### config.mk
export PLATFORM = sky130hd
export DESIGN_NAME = mem_access_stage
export DESIGN_NICKNAME = d
export VERILOG_FILES = /design/src/rtl/mem_access_stage_pkg.sv /design/src/rtl/mem_access_stage_lane_align.sv /design/src/rtl/mem_access_stage.sv
export SDC_FILE = /design/constraint.sdc
export NUM_CORES = 1
export LEC_CHECK = 0
export CAP_MARGIN = 20
export CORE_AREA = 2 2 237 239
export DETAILED_ROUTE_END_ITERATION = 12
export DIE_AREA = 0 0 239 241
export SYNTH_ARGS = -nofsm -noshare
export SYNTH_HDL_FRONTEND = slang
export SYNTH_HIERARCHICAL = 1
export SYNTH_SLANG_ARGS = --single-unit
### constraint.sdc
create_clock -name p_clk -period 2.9 [get_ports p_clk]
set_input_delay 0.58 -clock p_clk [delete_from_list [all_inputs] [get_ports p_clk]]
set_output_delay 0.58 -clock p_clk [all_outputs]
set_load 0.05 [all_outputs]
### src/rtl/mem_access_stage_pkg.sv
// Shared definitions for the memory-access pipeline stage: control-bus layout,
// access-size codes, FSM states and the alignment rule.
package mem_access_stage_pkg;

    localparam int MEM_CTRL_SIZE   = 7;
    localparam int WB_CTRL_SIZE    = 2;
    localparam int TIMEOUT_DEFAULT = 255;

    // Bit positions inside p_MEM_MEM_Ctrl_Bus (LSB first).
    localparam int MC_MEM_READ  = 0;
    localparam int MC_MEM_WRITE = 1;
    localparam int MC_BRANCH    = 2;
    localparam int MC_SIZE_LO   = 3;
    localparam int MC_UNSIGNED  = 6;

    typedef enum logic [2:0] {
        SZ_B = 3'd0,
        SZ_H = 3'd1,
        SZ_W = 3'd2,
        SZ_D = 3'd3
    } size_e;

    typedef enum logic [1:0] {
        ST_IDLE   = 2'd0,
        ST_ACCESS = 2'd1,
        ST_DONE   = 2'd2
    } state_e;

    // Packed view of the MEM control bus; field order matches the MC_* positions.
    typedef struct packed {
        logic       unsigned_ld;
        logic [2:0] size;
        logic       branch;
        logic       mem_write;
        logic       mem_read;
    } mem_ctrl_t;

    // Size codes outside B/H/W/D count as misaligned so they never reach memory.
    function automatic logic is_aligned(input logic [2:0] size, input logic [2:0] offset);
        case (size)
            SZ_B:    is_aligned = 1'b1;
            SZ_H:    is_aligned = (offset[0] == 1'b0);
            SZ_W:    is_aligned = (offset[1:0] == 2'b00);
            SZ_D:    is_aligned = (offset == 3'b000);
            default: is_aligned = 1'b0;
        endcase
    endfunction

endpackage

### src/rtl/mem_access_stage_lane_align.sv
// mem_lane_align: byte-lane steering for stores (data and byte enables) and
// extraction plus sign/zero extension for loads. Purely combinational.
module mem_lane_align
    import mem_access_stage_pkg::*;
#(
    parameter int WIDTH = 64
) (
    input  logic [2:0]       offset,
    input  logic [2:0]       size,
    input  logic             unsigned_ld,
    input  logic [WIDTH-1:0] store_data,
    input  logic [WIDTH-1:0] read_data,
    output logic [WIDTH-1:0] lane_wdata,
    output logic [7:0]       lane_be,
    output logic [WIDTH-1:0] load_data
);

    logic [5:0]       bit_shift;
    logic [WIDTH-1:0] shifted;
    logic             sign_bit;

    assign bit_shift  = {offset, 3'b000};
    assign lane_wdata = store_data << bit_shift;
    assign shifted    = read_data >> bit_shift;

    always_comb begin
        lane_be = 8'h00;
        case (size)
            SZ_B:    lane_be = 8'h01 << offset;
            SZ_H:    lane_be = 8'h03 << offset;
            SZ_W:    lane_be = 8'h0F << offset;
            SZ_D:    lane_be = 8'hFF;
            default: lane_be = 8'h00;
        endcase
    end

    // Doubleword loads fill the register, so the unsigned flag has nothing to act on.
    always_comb begin
        sign_bit  = 1'b0;
        load_data = shifted;
        case (size)
            SZ_B: begin
                sign_bit  = ~unsigned_ld & shifted[7];
                load_data = {{(WIDTH-8){sign_bit}}, shifted[7:0]};
            end
            SZ_H: begin
                sign_bit  = ~unsigned_ld & shifted[15];
                load_data = {{(WIDTH-16){sign_bit}}, shifted[15:0]};
            end
            SZ_W: begin
                sign_bit  = ~unsigned_ld & shifted[31];
                load_data = {{(WIDTH-32){sign_bit}}, shifted[31:0]};
            end
            default: load_data = shifted;
        endcase
    end

endmodule

### src/rtl/mem_access_stage.sv
// MEM pipeline stage: issues aligned loads/stores to data memory through an
// IDLE/ACCESS/DONE handshake, stalls upstream while waiting, and flags errors.
module mem_access_stage
    import mem_access_stage_pkg::*;
#(
    parameter int WIDTH   = 64,
    parameter int ADDR    = 5,
    parameter int TIMEOUT = TIMEOUT_DEFAULT
) (
    input  logic                     p_clk,
    input  logic                     p_reset_l,
    input  logic [WIDTH-1:0]         p_MEM_BranchAddress,
    input  logic [WIDTH-1:0]         p_MEM_ALUResult,
    input  logic [WIDTH-1:0]         p_MEM_WriteOut,
    input  logic [ADDR-1:0]          p_MEM_RegDest,
    input  logic [WB_CTRL_SIZE-1:0]  p_MEM_WB_Ctrl_Bus,
    input  logic                     p_MEM_ALUZero,
    input  logic [MEM_CTRL_SIZE-1:0] p_MEM_MEM_Ctrl_Bus,
    output logic                     p_DM_Req,
    output logic                     p_DM_We,
    output logic [WIDTH-1:0]         p_DM_Addr,
    output logic [WIDTH-1:0]         p_DM_WData,
    output logic [7:0]               p_DM_BE,
    input  logic                     p_DM_Ack,
    input  logic [WIDTH-1:0]         p_DM_RData,
    output logic [WIDTH-1:0]         p_WB_ReadData,
    output logic [WIDTH-1:0]         p_WB_ALUResult,
    output logic [ADDR-1:0]          p_WB_RegDest,
    output logic [WB_CTRL_SIZE-1:0]  p_WB_Ctrl_Bus,
    output logic                     p_MEM_Stall,
    output logic                     p_PCSrc,
    output logic [WIDTH-1:0]         p_PC_BranchTarget,
    output logic                     p_MEM_AlignErr,
    output logic                     p_MEM_BusErr
);

    localparam int                CNT_W   = $clog2(TIMEOUT + 1);
    localparam logic [CNT_W-1:0]  CNT_MAX = CNT_W'(TIMEOUT);

    mem_ctrl_t        ctrl;
    logic [2:0]       offset;
    logic             any_mem;
    logic             access_op;
    logic             aligned_op;
    logic             bad_op;
    state_e           state;
    state_e           state_next;
    logic [CNT_W-1:0] wait_cnt;
    logic [CNT_W-1:0] wait_cnt_inc;
    logic             timeout_hit;
    logic [WIDTH-1:0] load_data;

    assign ctrl   = mem_ctrl_t'(p_MEM_MEM_Ctrl_Bus);
    assign offset = p_MEM_ALUResult[2:0];

    // Read-and-write together is not a legal op; it lands in bad_op with misaligned ones.
    assign any_mem    = ctrl.mem_read | ctrl.mem_write;
    assign access_op  = ctrl.mem_read ^ ctrl.mem_write;
    assign aligned_op = access_op & is_aligned(ctrl.size, offset);
    assign bad_op     = any_mem & ~aligned_op;

    assign wait_cnt_inc = (wait_cnt == CNT_MAX) ? CNT_MAX : wait_cnt + 1'b1;
    assign timeout_hit  = ~p_DM_Ack & (wait_cnt_inc == CNT_MAX);

    mem_lane_align #(
        .WIDTH(WIDTH)
    ) u_lane_align (
        .offset      (offset),
        .size        (ctrl.size),
        .unsigned_ld (ctrl.unsigned_ld),
        .store_data  (p_MEM_WriteOut),
        .read_data   (p_DM_RData),
        .lane_wdata  (p_DM_WData),
        .lane_be     (p_DM_BE),
        .load_data   (load_data)
    );

    always_ff @(posedge p_clk or negedge p_reset_l) begin
        // NOTE: state registers take non-blocking assignments so every flop samples pre-edge values.
        if (!p_reset_l) begin
            state <= ST_IDLE;
        end else begin
            state <= state_next;
        end
    end

    always_comb begin
        // NOTE: defaults come first so no branch of the case can infer a latch.
        state_next  = state;
        p_MEM_Stall = 1'b0;
        p_DM_Req    = 1'b0;
        case (state)
            ST_IDLE: begin
                if (aligned_op) begin
                    p_MEM_Stall = 1'b1;
                    state_next  = ST_ACCESS;
                end
            end
            ST_ACCESS: begin
                p_MEM_Stall = 1'b1;
                p_DM_Req    = 1'b1;
                if (p_DM_Ack || timeout_hit) begin
                    state_next = ST_DONE;
                end
            end
            ST_DONE: state_next = ST_IDLE;
            default: state_next = ST_IDLE;
        endcase
    end

    // Held at zero outside ACCESS, so it starts from zero on every entry.
    always_ff @(posedge p_clk or negedge p_reset_l) begin
        if (!p_reset_l) begin
            wait_cnt <= '0;
        end else if (state == ST_ACCESS) begin
            wait_cnt <= wait_cnt_inc;
        end else begin
            wait_cnt <= '0;
        end
    end

    always_ff @(posedge p_clk or negedge p_reset_l) begin
        if (!p_reset_l) begin
            p_WB_ReadData  <= '0;
            p_MEM_BusErr   <= 1'b0;
            p_MEM_AlignErr <= 1'b0;
        end else begin
            p_MEM_BusErr   <= (state == ST_ACCESS) & timeout_hit;
            p_MEM_AlignErr <= (state == ST_IDLE) & bad_op;
            if (state == ST_ACCESS) begin
                if (p_DM_Ack) begin
                    if (ctrl.mem_read) begin
                        p_WB_ReadData <= load_data;
                    end
                end else if (timeout_hit) begin
                    p_WB_ReadData <= '0;
                end
            end
        end
    end

    assign p_DM_Addr = {p_MEM_ALUResult[WIDTH-1:3], 3'b000};
    assign p_DM_We   = ctrl.mem_write;

    // A faulting op retires with its write-back suppressed: misaligned ones in
    // their IDLE cycle, timed-out ones in DONE.
    assign p_WB_Ctrl_Bus = (((state == ST_IDLE) && bad_op) || ((state == ST_DONE) && p_MEM_BusErr))
                           ? '0 : p_MEM_WB_Ctrl_Bus;

    assign p_WB_ALUResult    = p_MEM_ALUResult;
    assign p_WB_RegDest      = p_MEM_RegDest;
    assign p_PCSrc           = ctrl.branch & p_MEM_ALUZero;
    assign p_PC_BranchTarget = p_MEM_BranchAddress;

endmodule
==> flow_summary.toml <==
[status]
status = "completed"

[finish]
nFillCells = 5961
layout-drive-gt1-share_pct = 21.3
nets = 1466
layout_commonest_cell = "clkdlybuf4s50_1"
final_cells = 1901
final_cell_mix = "205 x clkdlybuf4s50_1, 116 x mux2i_1, 83 x buf_4"
areaGrowthSynthToFinish_pct = 31.9

[critical_path]
worstPathArrival_ns = 2.24
cp_common_cell = "buf_4"
worstRegToRegCells = 7
reg2reg_slack_ns = 0.60
cp_max_fo = 41
cpLargestDelayFamily = "buffers and inverters"
critPathKind = "in2out"
worst-path-stages = 6
reg2reg_from = "wait_cnt[0]"
cp_slowest_stage_delay_ns = 0.52
worst-path-buf-inv = 4
crit_slowest_cell = "mux2i_1"
worstPathRequired_ns = 2.32
crit_end = "p_DM_WData[13]"
critPathCaptureType = "primary output"
setup.worst_path.start_class = "input port"
cp_cell_sequence = "buf_6 > buf_12 > buf_4 > mux2i_1 > nor2_1 > buf_4"
startpoint = "p_MEM_ALUResult[0]"
worst_r2r_endpoint = "p_WB_ReadData[24]"

[logic_synthesis]
avgSynthCellArea_um2 = 8.58
yosys_warnings = 6
async_reset_ff_share_pct = 100
ys_seq_elements = 76
synth_edf_count = 0
syn_inst = 1118
synth_top_cell_area_share_pct = 19.8
ys_seq_area_share_pct = 19.8
ys.flop_type = "dfrtp_1"
netlist_area_um2 = 9600
synthTopCellsByArea = "dfrtp_1 20%, buf_4 17%, mux2i_1 12%"
synth_top_area_cell = "dfrtp_1"
synth_cell_types = 58

[global_routing]
grt_max_degree = 66
first_global_vias = 9267
grt_pass1_wl_mm = 68.2
overflow = 0
antenna_found_initial = 5
gr-usage-all-layers_pct = 16.4

[clocking]
cts_tree = "built"
clock_latency_ns = 0.35
clock-root-buffer = "clkbuf_16"
cts.sinks = 76
post_cts_buffers = 0
numCtsBuffers = 9
h-tree-depth = 3
path_clk_slew_ns = 0.06
clock_path_buffers = 2

[sta]
drv_slew = 0
tightestPinTransition_ns = 0.660
setup_viol = 0
fmax_ghz = 0.354
fin_crit_ns = 2.82
final_hold_viol_count = 0
post-route-period-util_pct = 97.3
skew_ns = 0.0152
slew-limit-headroom_pct = 55.9

[detailed_routing]
via_per_inst = 4.79
drc = 0
drtIter0Drc = 648
drtPass1Iterations = 5
wl_per_cell_um = 26.2
postRouteWirelength_mm = 49.9
postRouteAntennaNets = 0
vias = 9106

[pwr]
power.internal_mw = 3.42
ir_drop_mv = 0.278
power_frac_clock_pct = 16.8
seqPwrFrac_pct = 24.4
p_sw_mw = 3.08
sw_frac_of_total_pct = 47.3
combPwrFrac_pct = 58.8
power.density_nw_per_um2 = 514
leakage_nw = 5.32
total_power_mw = 6.50

[worst_hold_path]
holdCritPathClass = "in2async"

[die]
core-area_um2 = 54900
dieArea_um2 = 57600
io_pins = 615
die_y_um = 241
rows = 86
die-width_um = 239
initial_core_util_pct = 17.5

[placement]
globalplace.congestion = 0.870
dp_cells = 1883
dp_hpwl_mm = 40.2
port_buffers = 290

[job]
max_cap_viol_count = 0
[final cells by class]
class / count / area, um^2 / share of cell area (%)
antenna: 2 / 5.00 / 0.0395
clock buffer: 11 / 243 / 1.92
clock inverter: 5 / 35.0 / 0.277
inverter: 24 / 90.1 / 0.712
multi-input combinational: 724 / 5490 / 43.4
sequential: 76 / 1900 / 15.0
tap: 704 / 881 / 6.96
timing repair buffer: 355 / 4010 / 31.7
[what timing repair did]
action	4_1_cts	5_1_grt
hold buffers	0	0
gates resized for setup	0	3
setup endpoints to repair	0	3
[logic make-up after synthesis]
logic type                 share of synthesized area (%)
and+or+nand+nor                                     12.5
other                                             0.0391
xor gates and xnor gates                           0.274
AOI/OAI and AO/OA                                   21.2
adders and majority gates                          0.261
muxes                                               22.4
DFF                                                 19.8
buffers and inverters                               23.5
[Yosys cell counts, types with 7 or more instances]
master / n
o31ai_1: 12
o22ai_1: 18
o21ai_0: 52
o2111ai_1: 7
mux2_2: 34
inv_1: 23
nand4_1: 28
buf_2: 27
clkbuf_1: 31
a22o_1: 53
nand2_1: 71
a21oi_1: 34
a22oi_1: 13
mux2i_1: 116
nor2_1: 70
mux4_2: 27
buf_6: 15
dfrtp_1: 76
o2bb2ai_1: 16
a21o_1: 52
nand3_1: 34
and2_1: 9
buf_4: 214
nor2b_1: 17
[power groups by stage]
| stage | Combinational (mW) | Sequential (mW) | Clock [mW] |
|---|---|---|---|
| 6_report | 3.82 | 1.58 | 1.09 |
| 5_1_grt | 3.99 | 1.62 | 1.17 |
| 4_1_cts | 3.85 | 1.59 | 1.11 |
| 3_5_place_dp | 3.83 | 1.60 | 0 |
| 3_3_place_gp | 3.82 | 1.58 | 0 |
| 2_1_floorplan | 2.05 | 2.47 | 0 |
[sequential cells by signal, summed over array words and instances, names as in the netlist]
| register | count |
|---|---|
| p_WB_ReadData | 64 |
| wait_cnt | 8 |
| state | 2 |
| p_MEM_AlignErr | 1 |
| p_MEM_BusErr | 1 |
[through the flow]
step                      hold WS, ns  TNS (ns)  instance area (um^2)  worst slack (ns)  util, %
after floorplan                 0.284         0                  9620            0.0144        -
after global placement          0.483         0                 12400            0.0791     22.5
after detailed placement        0.497         0                 12400            0.0571     22.5
after CTS                       0.277         0                 12600            0.0481     23.0
after global routing            0.278   -0.0150                 12700          -0.00824     23.1
final                           0.247         0                 12700            0.0778     23.1
[metal layers]
metal  track usage (%)  up-vias  share of wire, %
li1                  -     3987                 -
met1              16.5     4390                33
met2              29.1      644                50
met3              7.72       79                12
met4              6.88        6               4.3
met5              1.77        -              0.19
[worst min-delay path by stage]
| stage | from | end | slack [ns] |
|---|---|---|---|
| 5_1_grt | p_reset_l | p_WB_ReadData[0] | 0.28 |
| 2_1_floorplan | p_reset_l | p_MEM_AlignErr | 0.28 |
| 3_3_place_gp | p_WB_ReadData[55] | p_WB_ReadData[55] | 0.48 |
| 3_5_place_dp | p_WB_ReadData[47] | p_WB_ReadData[47] | 0.50 |
| 4_1_cts | p_reset_l | p_WB_ReadData[12] | 0.28 |
| 6_report | p_reset_l | p_WB_ReadData[0] | 0.25 |
No activity file was read; power rests on OpenSTA's default activity.
